--- config.mk ---
export PLATFORM = sky130hd
export DESIGN_NAME = ibus_responder_flat
export DESIGN_NICKNAME = d
export VERILOG_FILES = /design/src/rtl/ibus_responder_if.sv /design/src/rtl/ibus_responder.sv /design/src/flat_wrapper.sv
export SDC_FILE = /design/constraint.sdc
export NUM_CORES = 1
export LEC_CHECK = 0
export ABC_AREA = 0
export CORE_MARGIN = 1.5
export CORE_UTILIZATION = 32
export DETAILED_ROUTE_END_ITERATION = 6
export GPL_TIMING_DRIVEN = 0
export PLACE_DENSITY = 0.73
export RECOVER_POWER = 50
export SYNTH_ARGS = -nofsm -noshare
export SYNTH_HDL_FRONTEND = slang
export SYNTH_SLANG_ARGS = --single-unit
--- constraint.sdc ---
create_clock -name clk -period 1.5 [get_ports clk]
set_input_delay 0.3 -clock clk [delete_from_list [all_inputs] [get_ports clk]]
set_output_delay 0.3 -clock clk [all_outputs]
set_load 0.03 [all_outputs]
--- src/rtl/ibus_responder_if.sv ---
// Instruction-bus request/response types and the fetch<->responder interface.
// The fetch stage drives the master modport; ibus_responder uses the slave modport.
package ibus_pkg;
    typedef struct packed {
        logic        valid;
        logic [31:0] addr;
    } ibus_req_t;

    typedef struct packed {
        logic        addr_ok;
        logic        data_ok;
        logic [31:0] data;
    } ibus_resp_t;
endpackage

interface ibus_responder_if;
    import ibus_pkg::*;

    ibus_req_t  ireq;
    ibus_resp_t iresp;

    modport master (output ireq, input iresp);
    modport slave  (input ireq, output iresp);
endinterface

--- src/rtl/ibus_responder.sv ---
// Instruction-bus responder: turns each accepted fetch into a read on the memory channel.
// Optional one-line fetch buffer is enabled with `define IBUS_LINEBUF_EN.
module ibus_responder
    import ibus_pkg::*;
#(
    parameter logic [31:0] PADDR_MASK = 32'h1FFF_FFFF,
    parameter int          LINE_WORDS = 4
) (
    input  logic             clk,
    input  logic             resetn,
    ibus_responder_if.slave  ibus,
    input  logic             linebuf_inv,
    output logic             mem_ar_valid,
    input  logic             mem_ar_ready,
    output logic [31:0]      mem_ar_addr,
    output logic [3:0]       mem_ar_len,
    input  logic             mem_r_valid,
    output logic             mem_r_ready,
    input  logic [31:0]      mem_r_data,
    input  logic             mem_r_last,
    output logic [1:0]       dbg_state
);

    // Handshakes: a transfer happens on a rising edge where valid and ready are both 1;
    // valid and its payload stay stable until then. addr_ok/data_ok are one-cycle strobes.
    typedef enum logic [1:0] {IDLE = 2'd0, ADDR = 2'd1, DATA = 2'd2, RESP = 2'd3} state_t;

    state_t      state_q, state_d;
    logic [31:0] ar_addr_q;
    logic [3:0]  ar_len_q;
    logic [31:0] resp_data_q;
    logic        accept;
    logic        hit;
    logic        data_done;
    logic [31:0] paddr;

    assign accept = (state_q == IDLE) && ibus.ireq.valid;
    assign paddr  = ibus.ireq.addr & PADDR_MASK & ~32'h3;

`ifdef IBUS_LINEBUF_EN
    localparam int OFF_W   = $clog2(LINE_WORDS);
    localparam int TAG_LSB = OFF_W + 2;

    logic [31:0]      buf_q [LINE_WORDS];
    logic [31:0]      buf_base_q;
    logic             buf_valid_q;
    logic             burst_q;
    logic             inv_seen_q;
    logic [OFF_W-1:0] word_idx_q;
    logic [OFF_W-1:0] beat_q;
    logic             cached;
    logic [OFF_W-1:0] req_idx;
    logic [31:0]      line_base;

    // kseg1 (virtual 0xA000_0000..0xBFFF_FFFF) is uncached and bypasses the buffer
    assign cached    = ibus.ireq.addr[31:29] != 3'b101;
    assign req_idx   = paddr[TAG_LSB-1:2];
    assign line_base = {paddr[31:TAG_LSB], {TAG_LSB{1'b0}}};
    assign hit       = cached && buf_valid_q && (buf_base_q == line_base);
    assign data_done = mem_r_valid && (!burst_q || mem_r_last);

    always_ff @(posedge clk or negedge resetn) begin
        if (!resetn) begin
            ar_addr_q   <= '0;
            ar_len_q    <= '0;
            resp_data_q <= '0;
            buf_base_q  <= '0;
            buf_valid_q <= 1'b0;
            burst_q     <= 1'b0;
            inv_seen_q  <= 1'b0;
            word_idx_q  <= '0;
            beat_q      <= '0;
        end else begin
            if (accept) begin
                if (hit) begin
                    resp_data_q <= buf_q[req_idx];
                end else if (cached) begin
                    ar_addr_q   <= line_base;
                    ar_len_q    <= 4'(LINE_WORDS - 1);
                    burst_q     <= 1'b1;
                    word_idx_q  <= req_idx;
                    beat_q      <= '0;
                    inv_seen_q  <= 1'b0;
                    buf_valid_q <= 1'b0;
                end else begin
                    ar_addr_q <= paddr;
                    ar_len_q  <= '0;
                    burst_q   <= 1'b0;
                end
            end
            if (state_q == DATA && mem_r_valid) begin
                if (!burst_q) begin
                    resp_data_q <= mem_r_data;
                end else begin
                    if (beat_q == word_idx_q) resp_data_q <= mem_r_data;
                    beat_q <= beat_q + 1'b1;
                    if (mem_r_last) begin
                        buf_base_q  <= ar_addr_q;
                        buf_valid_q <= !inv_seen_q;
                    end
                end
            end
            // An invalidate seen mid-fill must leave the freshly filled line unusable
            if (state_q != IDLE && linebuf_inv) inv_seen_q <= 1'b1;
            if (linebuf_inv) buf_valid_q <= 1'b0;
        end
    end

    always_ff @(posedge clk) begin
        if (state_q == DATA && mem_r_valid && burst_q) buf_q[beat_q] <= mem_r_data;
    end
`else
    logic unused_ok;

    assign hit       = 1'b0;
    assign data_done = mem_r_valid;
    assign unused_ok = ^{linebuf_inv, mem_r_last, 32'(LINE_WORDS)};

    always_ff @(posedge clk or negedge resetn) begin
        if (!resetn) begin
            ar_addr_q   <= '0;
            ar_len_q    <= '0;
            resp_data_q <= '0;
        end else begin
            if (accept) begin
                ar_addr_q <= paddr;
                ar_len_q  <= '0;
            end
            if (state_q == DATA && mem_r_valid) resp_data_q <= mem_r_data;
        end
    end
`endif

    always_ff @(posedge clk or negedge resetn) begin
        if (!resetn) state_q <= IDLE;
        else         state_q <= state_d;
    end

    always_comb begin
        state_d = state_q;
        case (state_q)
            IDLE:    if (ibus.ireq.valid) state_d = hit ? RESP : ADDR;
            ADDR:    if (mem_ar_ready) state_d = DATA;
            DATA:    if (data_done) state_d = RESP;
            RESP:    state_d = IDLE;
            default: state_d = IDLE;
        endcase
    end

    // addr_ok is gated by resetn so every output reads 0 while reset is held
    always_comb begin
        ibus.iresp.addr_ok = resetn && (state_q == IDLE) && ibus.ireq.valid;
        ibus.iresp.data_ok = (state_q == RESP);
        ibus.iresp.data    = resp_data_q;
        mem_ar_valid       = (state_q == ADDR);
        mem_ar_addr        = ar_addr_q;
        mem_ar_len         = ar_len_q;
        mem_r_ready        = (state_q == DATA);
        dbg_state          = state_q;
    end

endmodule

--- src/flat_wrapper.sv ---
// flat-port wrapper written by rule: the top's interface ports become plain ports
module ibus_responder_flat import ibus_pkg::*;
#(
    parameter logic [31:0] PADDR_MASK = 32'h1FFF_FFFF,
    parameter int          LINE_WORDS = 4
)
  (clk, resetn, linebuf_inv, mem_ar_valid, mem_ar_ready, mem_ar_addr, mem_ar_len, mem_r_valid, mem_r_ready, mem_r_data, mem_r_last, dbg_state, ibus_ireq, ibus_iresp);
  ibus_responder_if ibus_i ();
  input  logic clk;
  input  logic resetn;
  input  logic linebuf_inv;
  output logic mem_ar_valid;
  input  logic mem_ar_ready;
  output logic [31:0] mem_ar_addr;
  output logic [3:0] mem_ar_len;
  input  logic mem_r_valid;
  output logic mem_r_ready;
  input  logic [31:0] mem_r_data;
  input  logic mem_r_last;
  output logic [1:0] dbg_state;
  input wire logic [$bits(ibus_i.ireq)-1:0] ibus_ireq;
  output wire logic [$bits(ibus_i.iresp)-1:0] ibus_iresp;
  assign ibus_i.ireq = ibus_ireq;
  assign ibus_iresp = ibus_i.iresp;
  ibus_responder #(.PADDR_MASK(PADDR_MASK), .LINE_WORDS(LINE_WORDS)) u_core (.clk(clk), .resetn(resetn), .ibus(ibus_i), .linebuf_inv(linebuf_inv), .mem_ar_valid(mem_ar_valid), .mem_ar_ready(mem_ar_ready), .mem_ar_addr(mem_ar_addr), .mem_ar_len(mem_ar_len), .mem_r_valid(mem_r_valid), .mem_r_ready(mem_r_ready), .mem_r_data(mem_r_data), .mem_r_last(mem_r_last), .dbg_state(dbg_state));
endmodule
# After elaboration in Yosys (flattened, before gate mapping)
# Index checks and enable logic that the tools add are counted.
# Widths: inputs -> output; s select.
[op_classes] reduce_logical=6 n_eq_ne=6 muxes=4
[ops] cell="$pmux 2 s4" n=1
[ops] cell="$mux 2" n=3
[ops] cell="$eq 2x2->1 const B" n=2
[ops] cell="$logic_and 1x1->1" n=4
[ops] cell="$ne 2x2->1 const B" n=2
[ops] cell="$reduce_and 3->1" n=1
[ops] cell="$eq 2x1->1 const B" n=1
[ops] cell="$logic_not 2->1" n=1
[ops] cell="$ne 2x1->1 const B" n=1
[totals] register_bits=61 output_inout_bits=74 inputBits=71 word_cells=19

# Logic depth before layout (Yosys ltp)
# Gate-level depths: netlist of run 1.
[depth] word_depth=3 ltp_mapped=5 mapped_depth_nobuf=4

# Worst setup path after synthesis of run 1
# OpenSTA, ideal clock, no wires.
[synth_path] kind="register to register" start="register u_core.state_q[0], in the netlist u_core.dbg_state[0]" end="register u_core.state_q[1], in the netlist u_core.dbg_state[1]" path_slack_ps=-412 period_less_slack_ps=1912 stages_incl_launch_ff=5 n_path_buf=0 arrival_time_ps=1785 t_required_ps=1373 setup_time_ps=127 path_cell_list="dfrtp_1 inv_1 ha_1 a222oi_1 mux2_1"
[synth_via] elab_chain_cells=3 elab_cells_between_ends=9
[synth_rtl] item="from (decl)" line_no="ibus_responder.sv:28" text="state_t state_q, state_d;"
[synth_rtl] item="from (signal assigned)" line_no="ibus_responder.sv:136" text="else state_q <= state_d;"
[synth_rtl] item="$eq 2x2->1 *"
[synth_rtl] item="net mem_r_ready" line_no="flat_wrapper.sv:17" text="output logic mem_r_ready;"
[synth_rtl] item="$ne 2x2->1 (no line)"
[synth_rtl] item="$reduce_and 3->1 (no line)"
# Mark *: on every way through the listed nets, which the timed path passes. The rest lies on a longest branch.
# A chain may end at the register's enable or synchronous reset.

# Worst setup path in the final report of run 1
[layout_path] start="register u_core.state_q[1], in the netlist u_core.dbg_state[1]" end="register u_core.state_q[1], in the netlist u_core.dbg_state[1]"
[layout_via] elab_chain_cells=3 elab_cells_between_ends=9
[layout_rtl] item="$eq 2x2->1, or another cell as far along" line_no="ibus_responder.sv:141" text="case (state_q)"
[layout_rtl] item="$ne 2x2->1 (no line) / $ne 2x1->1 (equally long branches)"
[layout_rtl] item="$reduce_and 3->1 (no line)"
# Several ways; a longest one is shown, not always the timed one.

==> impl_results.md, run 1 <==
- CP max stage delay: 430 ps
- Slack of the critical path: -140 ps
- Final min period: 1640 ps
- Final Hold Fails: slightly above 60
- Pre-CTS setup slack: -711 ps
- Core area: 7250 sq um
- CP top delay family: flip-flops
- Clock sink count: 61
- Count of cell types in the netlist: 13
- Largest net degree at the start of global routing: 63
- Crit Path Class: reg2reg
- Static Leakage: 1.94 nW
- Die height: 89.7 um
- IO buf count: ~130
- Residual DRC: 0
- Worst-Margin Slew: ~560 ps
- WP buf/inv: 2
- R2R depth: 5
- Final non-filler cell total: 410
- Initial antenna violation count: 0
- Total congestion overflow: 0
- Initial DRC count: 48
- # IOs: approximately 150
- Total track usage: between 10% and 20%
- Storage element area: ~1500 sq um
- CTS tree: done
- Worst-skew pair later-pin latency: roughly 330 ps
- Slowest cell on crit path: dfrtp_2
- Vias per cell: 4.28
- Fin crit share: 109%
- Final wirelength: about 5800 um
- CP Capture Type: flip-flop
- CTS H-tree lvls: 3
- WHS: -65.7 ps
- Max-cap violation count: 0
- Worst EP required: about 1700 ps
- CTS Buffer Depth: 2
- Relative slew slack: 62.7%
- Seq cells post-synth: between 60 and 70
- Worst min-delay path category: in2async
- Crit path DAT: between 1500 and 2000 ps
- Worst Clk Skew: 8.09 ps
- Max-slew violations: 0
- Pwr Total: roughly 9.8 mW
- Placed cell count: approximately 390
- Die width: about 90 um
- Syn Inst Count: 151
- Max FO, Critical Path: 4
- Std cell rows: 31
- Vias in the first global route: ~1.8k
- Max Freq: 610 MHz
- Layout fillers: 644
- Final #Nets: roughly 380
- DP HPWL: 4230 um
- Reg clk slew, reported paths: approximately 70 ps
- Cell depth of the worst setup path: 5
- Initial Util: approximately 33%
- Final setup TNS: -468 ps
- VDD IR max: 1060 uV
- Endpoints failing setup: 8
- Startpoint types: flip-flop
- Layout cell share with drive strength beyond 1: a little over a third
- Post-DP Area: 3870 sq um
- Crit path cell chain: buf_6 > ha_4 > a222oi_1 > buf_4 > mux2_4
- Routed vias: between 1.5k and 2k
- DRT Pass-1 Iters: 4
- Sequential-to-total area share from yosys stat: between 60% and 70%
- Antenna viol nets, final: 0
- Global-route wire length before repair: 8530 um
- WL/cell: roughly 14 um
- Root buffer cell: clkbuf_8
- CTS buffer count: 9
- Yosys Warn Count: 0
- Power density over the cells: roughly 2300 nW/um^2
- Final Core Density: a little under three fifths
- Synthesized area per cell: 15.9 sq um
- Status: finished with violations
- Design Area, Final: about 4200 sq um
- Area delta synth->final: 73.6%
- Syn Std Cell Area: approximately 2400 sq um
- Failing checks: hold timing, setup timing
- Ant diodes: 0
- RSZ-0062 raised after global routing: true
- Die ar.: 8040 sq um
- Routability Congestion: 0.706
- Multi-input gate area: ~860 sq um
[what timing repair did]
action | in CTS | in global routing
hold endpoints to repair | 61 | 39
buffers inserted | 6 | 2
pin swaps | 2 | 3
gates resized for setup | 107 | 11
setup endpoints to repair | 113 | 53
[per-layer routing]
layer	vias to the layer above	global-route usage (%)	wire length [um]	part of all wire [%]
met1	860	15.8	2240	39
met2	78	24.4	2950	51
met3	9	5.85	469	8.1
li1	809	-	-	-
met4	0	7.69	100	1.7
met5	-	0	0	0
[kinds of logic after synthesis]
group | Yosys count | share of synthesized area (%)
buffers and inverters | 19 | 4.63
AOI/OAI and AO/OA | 1 | 0.416
adders and majority gates | 4 | 2.08
DFF | 61 | 63.5
and+or+nand+nor | 4 | 0.729
other | 1 | 0.156
muxes | 61 | 28.5
[flip-flops by register name (all words and copies together), names as in the netlist]
signal              cells
u_core.dbg_state        2
u_core.mem_ar_addr     27
u_core.resp_data_q     32
[where the power goes]
group          leakage (nW)  switching, mW  internal (mW)
Clock                 0.121          0.617           1.15
Combinational          1.10           2.92           2.23
Sequential            0.719          0.379           2.50
Total                  1.94           3.92           5.88
[Yosys cell counts, drive strengths merged]
cell type	instances	area, sq um
a222oi	1	10.0
and3	1	6.26
buf	14	92.6
conb	1	3.75
dfrtp	61	1530
ha	4	50.1
inv	5	18.8
mux2	60	676
mux2i	1	10.0
nand2	2	7.51
nor2	1	3.75
[layout by cell type, fill, tap and decap left out]
master | netlist | layout
mux2_2 | 59 | 59
dfrtp_1 | 61 | 59
ha_4 | 0 | 3
clkinv_2 | 0 | 1
clkdlybuf4s50_1 | 0 | 62
a222oi_1 | 1 | 1
conb_1 | 1 | 9
inv_1 | 5 | 3
dlygate4sd2_1 | 0 | 59
clkbuf_8 | 0 | 10
buf_8 | 0 | 3
inv_4 | 0 | 1
clkbuf_1 | 0 | 2
and3_4 | 0 | 1
buf_4 | 9 | 17
nand2_4 | 0 | 1
nand2_2 | 0 | 1
mux2i_1 | 1 | 1
buf_6 | 0 | 8
inv_2 | 0 | 1
bufinv_16 | 0 | 3
dfrtp_2 | 0 | 2
nor2_1 | 1 | 1
mux2_4 | 0 | 1
ha_2 | 0 | 1
buf_2 | 5 | 1
[worst reg2reg max path, delay by kind of cell, from the launching register on]
family	cells	cell delay (ps)
fa+ha+maj	1	170
flops	1	430
buf+inv	2	320
compound gates	1	330
mux	1	290
[final cells by class]
class | count | share of cell area [%]
plain buffers | 14 | 3.06
clock buffers | 12 | 3.48
clock inverters | 4 | 2.28
inverters | 5 | 0.509
multi-input cells | 79 | 20.5
flip-flops and latches | 61 | 36.6
well taps | 99 | 2.97
repair buffers | 136 | 30.6
[path summary, 6_finish.rpt]
kind / slack, ps / to / startpoint
worst max-delay path: -140 / u_core.dbg_state[1] / u_core.dbg_state[1]
worst min-delay path: -70 / u_core.mem_ar_addr[23] / resetn
worst max register to register: -140 / u_core.dbg_state[1] / u_core.dbg_state[1]
worst min register to register: 500 / u_core.resp_data_q[12] / u_core.resp_data_q[12]
max in group asynchronous: 1140 / u_core.dbg_state[0] / resetn
min in group clk: 500 / u_core.resp_data_q[12] / u_core.resp_data_q[12]
Power figures use the tool's default switching activity.
==> inputs of run 2 (changes only) <==
- HOLD_SLACK_MARGIN: default -> 0.02
==> results of run 2 <==
The final DEF is identical to that of run 1; final timing and power are the same.
